## config.mk

```make
export PLATFORM = sky130hd
export DESIGN_NAME = uart_message_rx
export DESIGN_NICKNAME = d
export VERILOG_FILES = /design/src/rtl/uart_message_rx_pkg.sv /design/src/rtl/uart_rx_sync.sv /design/src/rtl/uart_message_rx.sv
export SDC_FILE = /design/constraint.sdc
export NUM_CORES = 1
export LEC_CHECK = 0
export ABC_AREA = 0
export BUFFER_PORTS_ARGS = -buffer_cell sky130_fd_sc_hd__buf_2
export CAP_MARGIN = 30
export CORE_AREA = 2 2 119 121
export DETAILED_ROUTE_END_ITERATION = 16
export DIE_AREA = 0 0 121 123
export MAX_ROUTING_LAYER = met4
export PLACE_DENSITY_LB_ADDON = 0.25
export SLEW_MARGIN = 30
export SYNTH_ARGS = -nofsm -noshare
export SYNTH_HDL_FRONTEND = slang
export SYNTH_SLANG_ARGS = --single-unit
```

## constraint.sdc

```tcl
create_clock -name clk -period 8.9 [get_ports clk]
set_input_delay 0.445 -clock clk [delete_from_list [all_inputs] [get_ports clk]]
set_output_delay 0.445 -clock clk [all_outputs]
set_load 0.01 [all_outputs]
```

## src/rtl/uart_message_rx_pkg.sv

```systemverilog
// Shared definitions for the 64-bit UART message receiver.
// Optional even-parity framing is enabled by defining UART_RX_PARITY_EN.
package uart_message_rx_pkg;

  localparam int MSG_BYTES = 8;
  localparam int BYTE_W    = 8;
  localparam int MSG_W     = MSG_BYTES * BYTE_W;

  typedef enum logic [2:0] {
    IDLE,
    START,
    DATA,
`ifdef UART_RX_PARITY_EN
    PARITY,
`endif
    STOP,
    DONE
  } rx_state_t;

  // Even-parity bit: makes the total count of ones (data + parity) even.
  function automatic logic even_parity_bit(input logic [BYTE_W-1:0] data);
    return ^data;
  endfunction

endpackage

```

## src/rtl/uart_rx_sync.sv

```systemverilog
// Two-flop synchronizer for the serial line plus falling-edge detect.
// All flops reset to 1 so the idle-high line never shows a false edge.
module uart_rx_sync (
  input  logic clk,
  input  logic rst,
  input  logic rx_async,
  output logic rx_sync,
  output logic rx_fall
);

  logic meta_p0;
  logic sync_p1;
  logic prev_p2;

  // Synchronizer chain and one extra flop to remember the previous synchronized value
  always_ff @(posedge clk) begin
    if (rst) begin
      meta_p0 <= 1'b1;
      sync_p1 <= 1'b1;
      prev_p2 <= 1'b1;
    end else begin
      meta_p0 <= rx_async;
      sync_p1 <= meta_p0;
      prev_p2 <= sync_p1;
    end
  end

  assign rx_sync = sync_p1;
  assign rx_fall = prev_p2 & ~sync_p1;

endmodule

```

## src/rtl/uart_message_rx.sv

```systemverilog
// UART receiver that assembles eight 8N1 bytes into one 64-bit message.
// First byte received lands in message_out[63:56]. An idle gap longer than
// TIMEOUT_BITS bit-times inside a message discards the partial message.
// Define UART_RX_PARITY_EN for 8E1 framing with an even-parity check.
module uart_message_rx
  import uart_message_rx_pkg::*;
#(
  parameter int CLKS_PER_BIT = 868,
  parameter int TIMEOUT_BITS = 20
) (
  input  logic             clk,
  input  logic             Reset,
  input  logic             RX,
  output logic [MSG_W-1:0] message_out,
  output logic             message_valid,
  output logic             frame_error,
  output logic             timeout_error,
  output logic             busy
);

  localparam int HALF_BIT = CLKS_PER_BIT / 2;
  localparam int CNT_W    = $clog2(CLKS_PER_BIT);
  localparam int TO_LIMIT = TIMEOUT_BITS * CLKS_PER_BIT;
  localparam int TO_W     = $clog2(TO_LIMIT + 1);
  localparam int BCNT_W   = $clog2(MSG_BYTES);
  localparam int BIDX_W   = $clog2(BYTE_W);

  logic              rx_s;
  logic              rx_fall;

  rx_state_t         state;
  rx_state_t         state_next;

  logic [CNT_W-1:0]  clk_cnt;
  logic [BIDX_W-1:0] bit_idx;
  logic [BCNT_W-1:0] byte_cnt;
  logic [TO_W-1:0]   idle_cnt;
  logic              err_wait;

  logic [BYTE_W-1:0] shift_reg;
  logic [MSG_W-1:0]  msg_acc;

  logic              half_tick;
  logic              bit_tick;
  logic              last_bit;
  logic              last_byte;
  logic              idle_expired;

  logic              ev_byte_ok;
  logic              ev_frame_err;
  logic              ev_timeout;
  logic              ev_done;

  uart_rx_sync u_sync (
    .clk      (clk),
    .rst      (Reset),
    .rx_async (RX),
    .rx_sync  (rx_s),
    .rx_fall  (rx_fall)
  );

  assign half_tick    = (clk_cnt == CNT_W'(HALF_BIT - 1));
  assign bit_tick     = (clk_cnt == CNT_W'(CLKS_PER_BIT - 1));
  assign last_bit     = (bit_idx == BIDX_W'(BYTE_W - 1));
  assign last_byte    = (byte_cnt == BCNT_W'(MSG_BYTES - 1));
  assign idle_expired = (byte_cnt != '0) && (idle_cnt == TO_W'(TO_LIMIT - 1));

  // State register
  always_ff @(posedge clk) begin
    if (Reset) state <= IDLE;
    else       state <= state_next;
  end

  // Next-state logic and single-cycle event strobes
  always_comb begin
    state_next   = state;
    ev_byte_ok   = 1'b0;
    ev_frame_err = 1'b0;
    ev_timeout   = 1'b0;
    ev_done      = 1'b0;
    case (state)
      IDLE: begin
        // A timeout and a start edge in the same cycle both take effect.
        if (idle_expired) ev_timeout = 1'b1;
        if (rx_fall)      state_next = START;
      end
      START: begin
        // Mid-point of the start bit: high means it was only a glitch.
        if (half_tick) state_next = rx_s ? IDLE : DATA;
      end
      DATA: begin
        if (bit_tick && last_bit) begin
`ifdef UART_RX_PARITY_EN
          state_next = PARITY;
`else
          state_next = STOP;
`endif
        end
      end
`ifdef UART_RX_PARITY_EN
      PARITY: begin
        if (bit_tick) begin
          // A bad parity bit reuses the STOP error path (wait for line high).
          if (rx_s != even_parity_bit(shift_reg)) ev_frame_err = 1'b1;
          state_next = STOP;
        end
      end
`endif
      STOP: begin
        if (err_wait) begin
          // Discarding after an error: leave only once the line is idle again.
          if (rx_s) state_next = IDLE;
        end else if (bit_tick) begin
          if (rx_s) begin
            ev_byte_ok = 1'b1;
            state_next = last_byte ? DONE : IDLE;
          end else begin
            ev_frame_err = 1'b1;
          end
        end
      end
      DONE: begin
        ev_done    = 1'b1;
        state_next = IDLE;
      end
      default: state_next = IDLE;
    endcase
  end

  // Bit-period counter, restarted on every state change and every bit period
  always_ff @(posedge clk) begin
    if (Reset || (state_next != state) || bit_tick) clk_cnt <= '0;
    else                                            clk_cnt <= clk_cnt + CNT_W'(1);
  end

  // Data-bit index within the current byte
  always_ff @(posedge clk) begin
    if (Reset || (state != DATA)) bit_idx <= '0;
    else if (bit_tick)            bit_idx <= bit_idx + BIDX_W'(1);
  end

  // LSB-first deserializer; data path carries no reset
  always_ff @(posedge clk) begin
    if ((state == DATA) && bit_tick) shift_reg <= {rx_s, shift_reg[BYTE_W-1:1]};
  end

  // Message accumulator: each good byte shifts in at the bottom
  always_ff @(posedge clk) begin
    if (ev_byte_ok) msg_acc <= {msg_acc[MSG_W-BYTE_W-1:0], shift_reg};
  end

  // Byte counter: cleared on error, timeout or completed message
  always_ff @(posedge clk) begin
    if (Reset || ev_frame_err || ev_timeout || ev_done) byte_cnt <= '0;
    else if (ev_byte_ok)                                byte_cnt <= byte_cnt + BCNT_W'(1);
  end

  // Inter-byte idle timer, only running while a partial message is held
  always_ff @(posedge clk) begin
    if (Reset || (state != IDLE) || (byte_cnt == '0) || idle_expired) idle_cnt <= '0;
    else                                                            idle_cnt <= idle_cnt + TO_W'(1);
  end

  // Error-discard flag: set on a framing/parity error, cleared on return to IDLE
  always_ff @(posedge clk) begin
    if (Reset)                                      err_wait <= 1'b0;
    else if (ev_frame_err)                          err_wait <= 1'b1;
    else if ((state == STOP) && (state_next == IDLE)) err_wait <= 1'b0;
  end

  // Registered message output and status pulses
  always_ff @(posedge clk) begin
    if (Reset) begin
      message_out   <= '0;
      message_valid <= 1'b0;
      frame_error   <= 1'b0;
      timeout_error <= 1'b0;
    end else begin
      if (ev_done) message_out <= msg_acc;
      message_valid <= ev_done;
      frame_error   <= ev_frame_err;
      timeout_error <= ev_timeout;
    end
  end

  assign busy = (state != IDLE) || (byte_cnt != '0);

endmodule

```

=== Yosys cells after proc, flatten, opt, wreduce, memory -nomap -nowiden ===
Cells that the tools add are included.

* Bits of input ports: 3
* Output and inout bits: 68
* Word-level logic and storage cells: 75
* Bits in registers: 177

* $add $sub $neg: 4
* Reductions and logical operators: 20
* Equal/unequal tests: 11
* Bitwise logic cells: 2
* Muxes and demuxes: 23

{| class="wikitable"
|+ Operator list
! operator !! count
|-
| $mux W3 || 8
|-
| $add A15 B1 Y15 const B || 1
|-
| $eq A15 B15 Y1 const B || 1
|-
| $mux W1 || 13
|-
| $pmux W3 S4 || 1
|-
| $add A10 B1 Y10 const B || 1
|-
| $eq A10 B10 Y1 const B || 1
|-
| $eq A10 B9 Y1 const B || 1
|-
| $logic_or A1 B1 Y1 || 10
|-
| $eq A3 B3 Y1 const B || 3
|-
| $logic_not A3 Y1 || 3
|-
| $add A3 B1 Y3 const B || 2
|-
| $eq A3 B2 Y1 const B || 2
|-
| $reduce_bool A3 Y1 || 2
|-
| $logic_and A1 B1 Y1 || 4
|-
| $eq A3 B1 Y1 const B || 1
|-
| $ne A3 B2 Y1 const B || 1
|-
| $ne A3 B3 Y1 || 1
|-
| $mux W2 || 1
|-
| $reduce_bool A2 Y1 || 1
|-
| $and A1 B1 Y1 || 1
|-
| $not A1 Y1 || 1
|}

=== Longest topological paths before layout ===
* Word-level depth: 10
* Depth in mapped cells: 9
* Gate-level depth less buffers: 7

=== Cells and area by module ===
From an unflattened synthesis, not the netlist that was laid out.

* Cell total of the unflattened synthesis: 428
* Area total of the unflattened synthesis: 5,993.2 um^2

{| class="wikitable"
|+ By module, submodules not included
! module !! area each (um^2) !! cells an instance !! times used !! seq. area each (um^2)
|-
| uart_message_rx || 5,908.2 || 421 || 1 || 4,204.0
|-
| uart_rx_sync || 85.1 || 7 || 1 || 60.1
|}

=== Least setup slack after synthesis ===
OpenSTA, ideal clock, no wires.

* Path type: flip-flop to flip-flop
* Start: register clk_cnt[2]
* End: register msg_acc[0] (enable)
* Arrival time: 3,969 ps
* Setup slack: 4,445 ps
* Cell stages (with the launch flop): 6
* Cell sequence: dfxtp_1 > buf_6 > nor3b_4 > nand4_4 > or3_4 > nor2_1

* Word-level cells in the longest chain between the ends: 4

{| class="wikitable"
|+ RTL lines
! item !! line !! text
|-
| start, declared || uart_message_rx.sv:34 || <nowiki>logic [CNT_W-1:0] clk_cnt;</nowiki>
|-
| start signal, assigned || uart_message_rx.sv:133 || <nowiki>else clk_cnt <= clk_cnt + CNT_W'(1);</nowiki>
|-
| $eq A10 B10 Y1 || uart_message_rx.sv:63 || <nowiki>assign bit_tick = (clk_cnt == CNT_W'(CLKS_PER_BIT - 1));</nowiki>
|-
| $mux W1 || uart_message_rx.sv:113 || <nowiki>end else if (bit_tick) begin</nowiki>
|-
| $mux W1 || uart_message_rx.sv:110 || <nowiki>if (err_wait) begin</nowiki>
|-
| $mux W1 || uart_message_rx.sv:81 || <nowiki>case (state)</nowiki>
|-
| via ev_byte_ok || uart_message_rx.sv:49 || <nowiki>logic ev_byte_ok;</nowiki>
|-
| end signal, assigned || uart_message_rx.sv:149 || <nowiki>if (ev_byte_ok) msg_acc <= {msg_acc[MSG_W-BYTE_W-1:0], shift_reg};</nowiki>
|-
| end, declared || uart_message_rx.sv:41 || <nowiki>logic [MSG_W-1:0] msg_acc;</nowiki>
|}

The timed path passes the listed nets, and every way through them passes these cells.
A chain may end at the register's enable or synchronous reset.

=== Worst setup path after layout ===
* Start: register clk_cnt[0]
* End: register msg_acc[42] (enable)

Same word-level chain as after synthesis.

==> out/qor.yml <==
place:
  place_inst: 661
  pre_cts_slack_ps: 6377
  numPortBuffers: 70
  hpwl_microns: 6524
  gp_congestion: 0.7959
routing:
  vias: 3538
  top_layer: "met4"
  drt-initial-drc-count: 277
  antenna_left: 0
  wl_met3_microns: 478
  drc_errors: 0
  firstDrtPassIters: 4
  wl_met1_microns: 5046
  wirelength_microns: 10510
  vias_per_cell: 5.105
  wl_met2_microns: 4934
  routedWlPerCell_microns: 15.16
worst_setup_path:
  worst_ep_required_time_ps: 8950
  critPathCaptureType: "flip-flop"
  crit_type: "reg2reg"
  crit_arrival_ps: 2560
  cp-start-kind: "flip-flop"
  worstPathMaxFanout: 64
  rr_worst_depth: 5
clocking:
  cts_buffer_depth: 2
  htree_levels: 4
  cts.sinks: 177
  cts_resized: 0
  path_clk_slew_ps: 70
  postCtsSetupBuffers: 0
  cts.root.buffer_cell: "clkbuf_16"
  cts_made_buffers: 17
  clock_latency_ps: 420
  tritoncts: "yes"
  hold_buffers: 0
synth:
  ys_ff_latch: 177
  synth_fa_ha_area_share_pct: 1.671
  synthMuxAreaShare_pct: 0.3342
  syn_nets: 440
  synth_ff_type: "dfxtp_1"
  synth.distinct_cells: 46
  netlist_instances: 429
  synth_top_cell_by_area: "edfxtp_1"
  ys_async_sr_fraction_pct: 0
  synth_edf_count: 72
  netlist.area_leader.share_pct: 36.10
  yosysWarningCount: 0
  synth_xor_area_share_pct: 3.217
  synth.area.top_cells: "edfxtp_1 36%, dfxtp_1 35%, a22o_1 9.4%"
  synth_top_family_by_area: "compound AO/OA/AOI/OAI gates"
  ys_seq_area_share_pct: 71.19
  postSynthAreaPerCell_sq_um: 13.96
  synth_simple_gate_area_share_pct: 9.839
  synth_compound_area_share_pct: 11.57
  netlist_area_sq_mm: 0.005989
die:
  num_rows: 43
  fp.dieW_microns: 121
  start_util_pct: 44.00
  pin_count: 71
  die_h_microns: 123
  die_area_sq_mm: 0.01488
  coreArea_sq_mm: 0.01361
timing:
  hold_viol_final: 0
  tns_ps: 0
  period_share_pct: 28.24
  clock_skew_ps: 10.40
  tightest_slew_ps: 797.5
  fin_ws_ps: 6387
  clock.fmax_ghz: 0.3979
  drv_slew: 0
  grt_setup_unrepaired: "false"
  relSlewSlack_pct: 46.83
  post-route-min-period_ps: 2513
  finalSetupViolations: 0
global_route:
  grt_pass1_wl_microns: 16860
  antenna_found_initial: 0
  grt_start_max_net_pins: 66
  gr-total-overflow: 0
  grt_pass1_vias: 3323
  gr-usage-all-layers_pct: 15.29
power_and_ir_drop:
  leakagePower_uw: 0.002718
  ir_drop_v: 0.0001272
  power_density_mw_per_mm2: 222.2
  power.total_uw: 1573
layout:
  reg.largest.list: "message_out (64), msg_acc (64), idle_cnt (15)"
  num_antenna_cells: 0
  nFillCells: 1167
  fin_nets: 511
  drive_gt1_share_pct: 23.59
  instances_no_fill: 693
  syn2layout_area_growth_pct: 18.17
run_status:
  status: "complete, no violations"
flow_run:
  drv_cap: 0
min_path:
  whs_path_depth: 2
  min_path_type: "in2reg"
==> synth_stat cells (all sizes together) (2+ instances only) <==
cell type / count
nor2: 41
nand3b: 2
nor2b: 2
clkbuf: 5
xnor2: 8
nand2b: 3
mux2i: 2
a22o: 64
ha: 8
a21oi: 7
and4: 2
or2: 5
o21ai: 3
buf: 16
edfxtp: 72
nand2: 13
dfxtp: 105
nor4b: 2
a31oi: 2
nor3: 6
inv: 6
nand4: 9
xor2: 14
nand3: 16
o21bai: 2
nor4: 2
==> cell type report <==
type,count,area (sq um),area share (%)
multi-input combinational,225,1622,22.91
sequential,177,4264,60.24
tap,180,225.2,3.182
clock buffer,17,425.4,6.010
clock inverter,15,146.4,2.068
inverter,6,22.52,0.3182
timing repair buffer,73,372.9,5.268
==> critical path: stages, from the launching register on <==
cell and delay [ps]:
dfxtp_1 380, ha_1 320, nand4_4 230, or3_4 460
nor2_4 80, buf_4 630
==> layer usage <==
layer	global-route usage, %	vias up
li1	-	1733
met3	5.351	4
met2	21.66	88
met1	20.50	1713
met4	5.233	0
met5	-	-
==> per-stage QoR <==
stage / util (%) / area [sq um] / hold WS, ps
finish: 52.00 / 7078 / 237.3
detailed placement: 47.80 / 6506 / 406.3
CTS: 52.00 / 7078 / 215.9
floorplan: - / 5989 / 389.5
global placement: 47.80 / 6506 / 397.5
global route: 52.00 / 7078 / 222.3
==> path summary, 6_finish.rpt <==
check | startpoint | end | slack, ps
max reg2reg | clk_cnt[0] | msg_acc[42] | 6390
max | clk_cnt[0] | msg_acc[42] | 6390
min reg2reg | u_sync.meta_p0 | u_sync.rx_sync | 410
min | RX | u_sync.meta_p0 | 240
==> cells in the final DEF, fill, tap and decap left out, drive strengths merged, types with 5 or more instances in the layout <==
cell / Yosys / routed
a21oi: 7 / 7
a22o: 64 / 64
buf: 16 / 73
clkbuf: 5 / 17
dfxtp: 105 / 105
edfxtp: 72 / 72
ha: 8 / 8
inv: 6 / 13
nand2: 13 / 13
nand3: 16 / 16
nand4: 9 / 9
nor2: 41 / 41
nor3: 6 / 6
or2: 5 / 5
xnor2: 8 / 8
xor2: 14 / 14
==> cells by family (layout without fill, tap and decap cells) <==
kind of cell	count (synthesis)	in the layout
AOI/OAI and AO/OA	84	84
xor gates and xnor gates	22	22
adders and majority gates	8	8
buffers and inverters	27	111
DFF	177	177
muxes	2	2
and+or+nand+nor	109	109
==> power by group <==
| part | switching (uW) | leakage, uW | internal (uW) |
|---|---|---|---|
| Sequential | 2.34 | 0.00149 | 839 |
| Combinational | 11.1 | 0.000955 | 4.74 |
| Clock | 323 | 0.000270 | 393 |
Power figures use the tool's default switching activity.
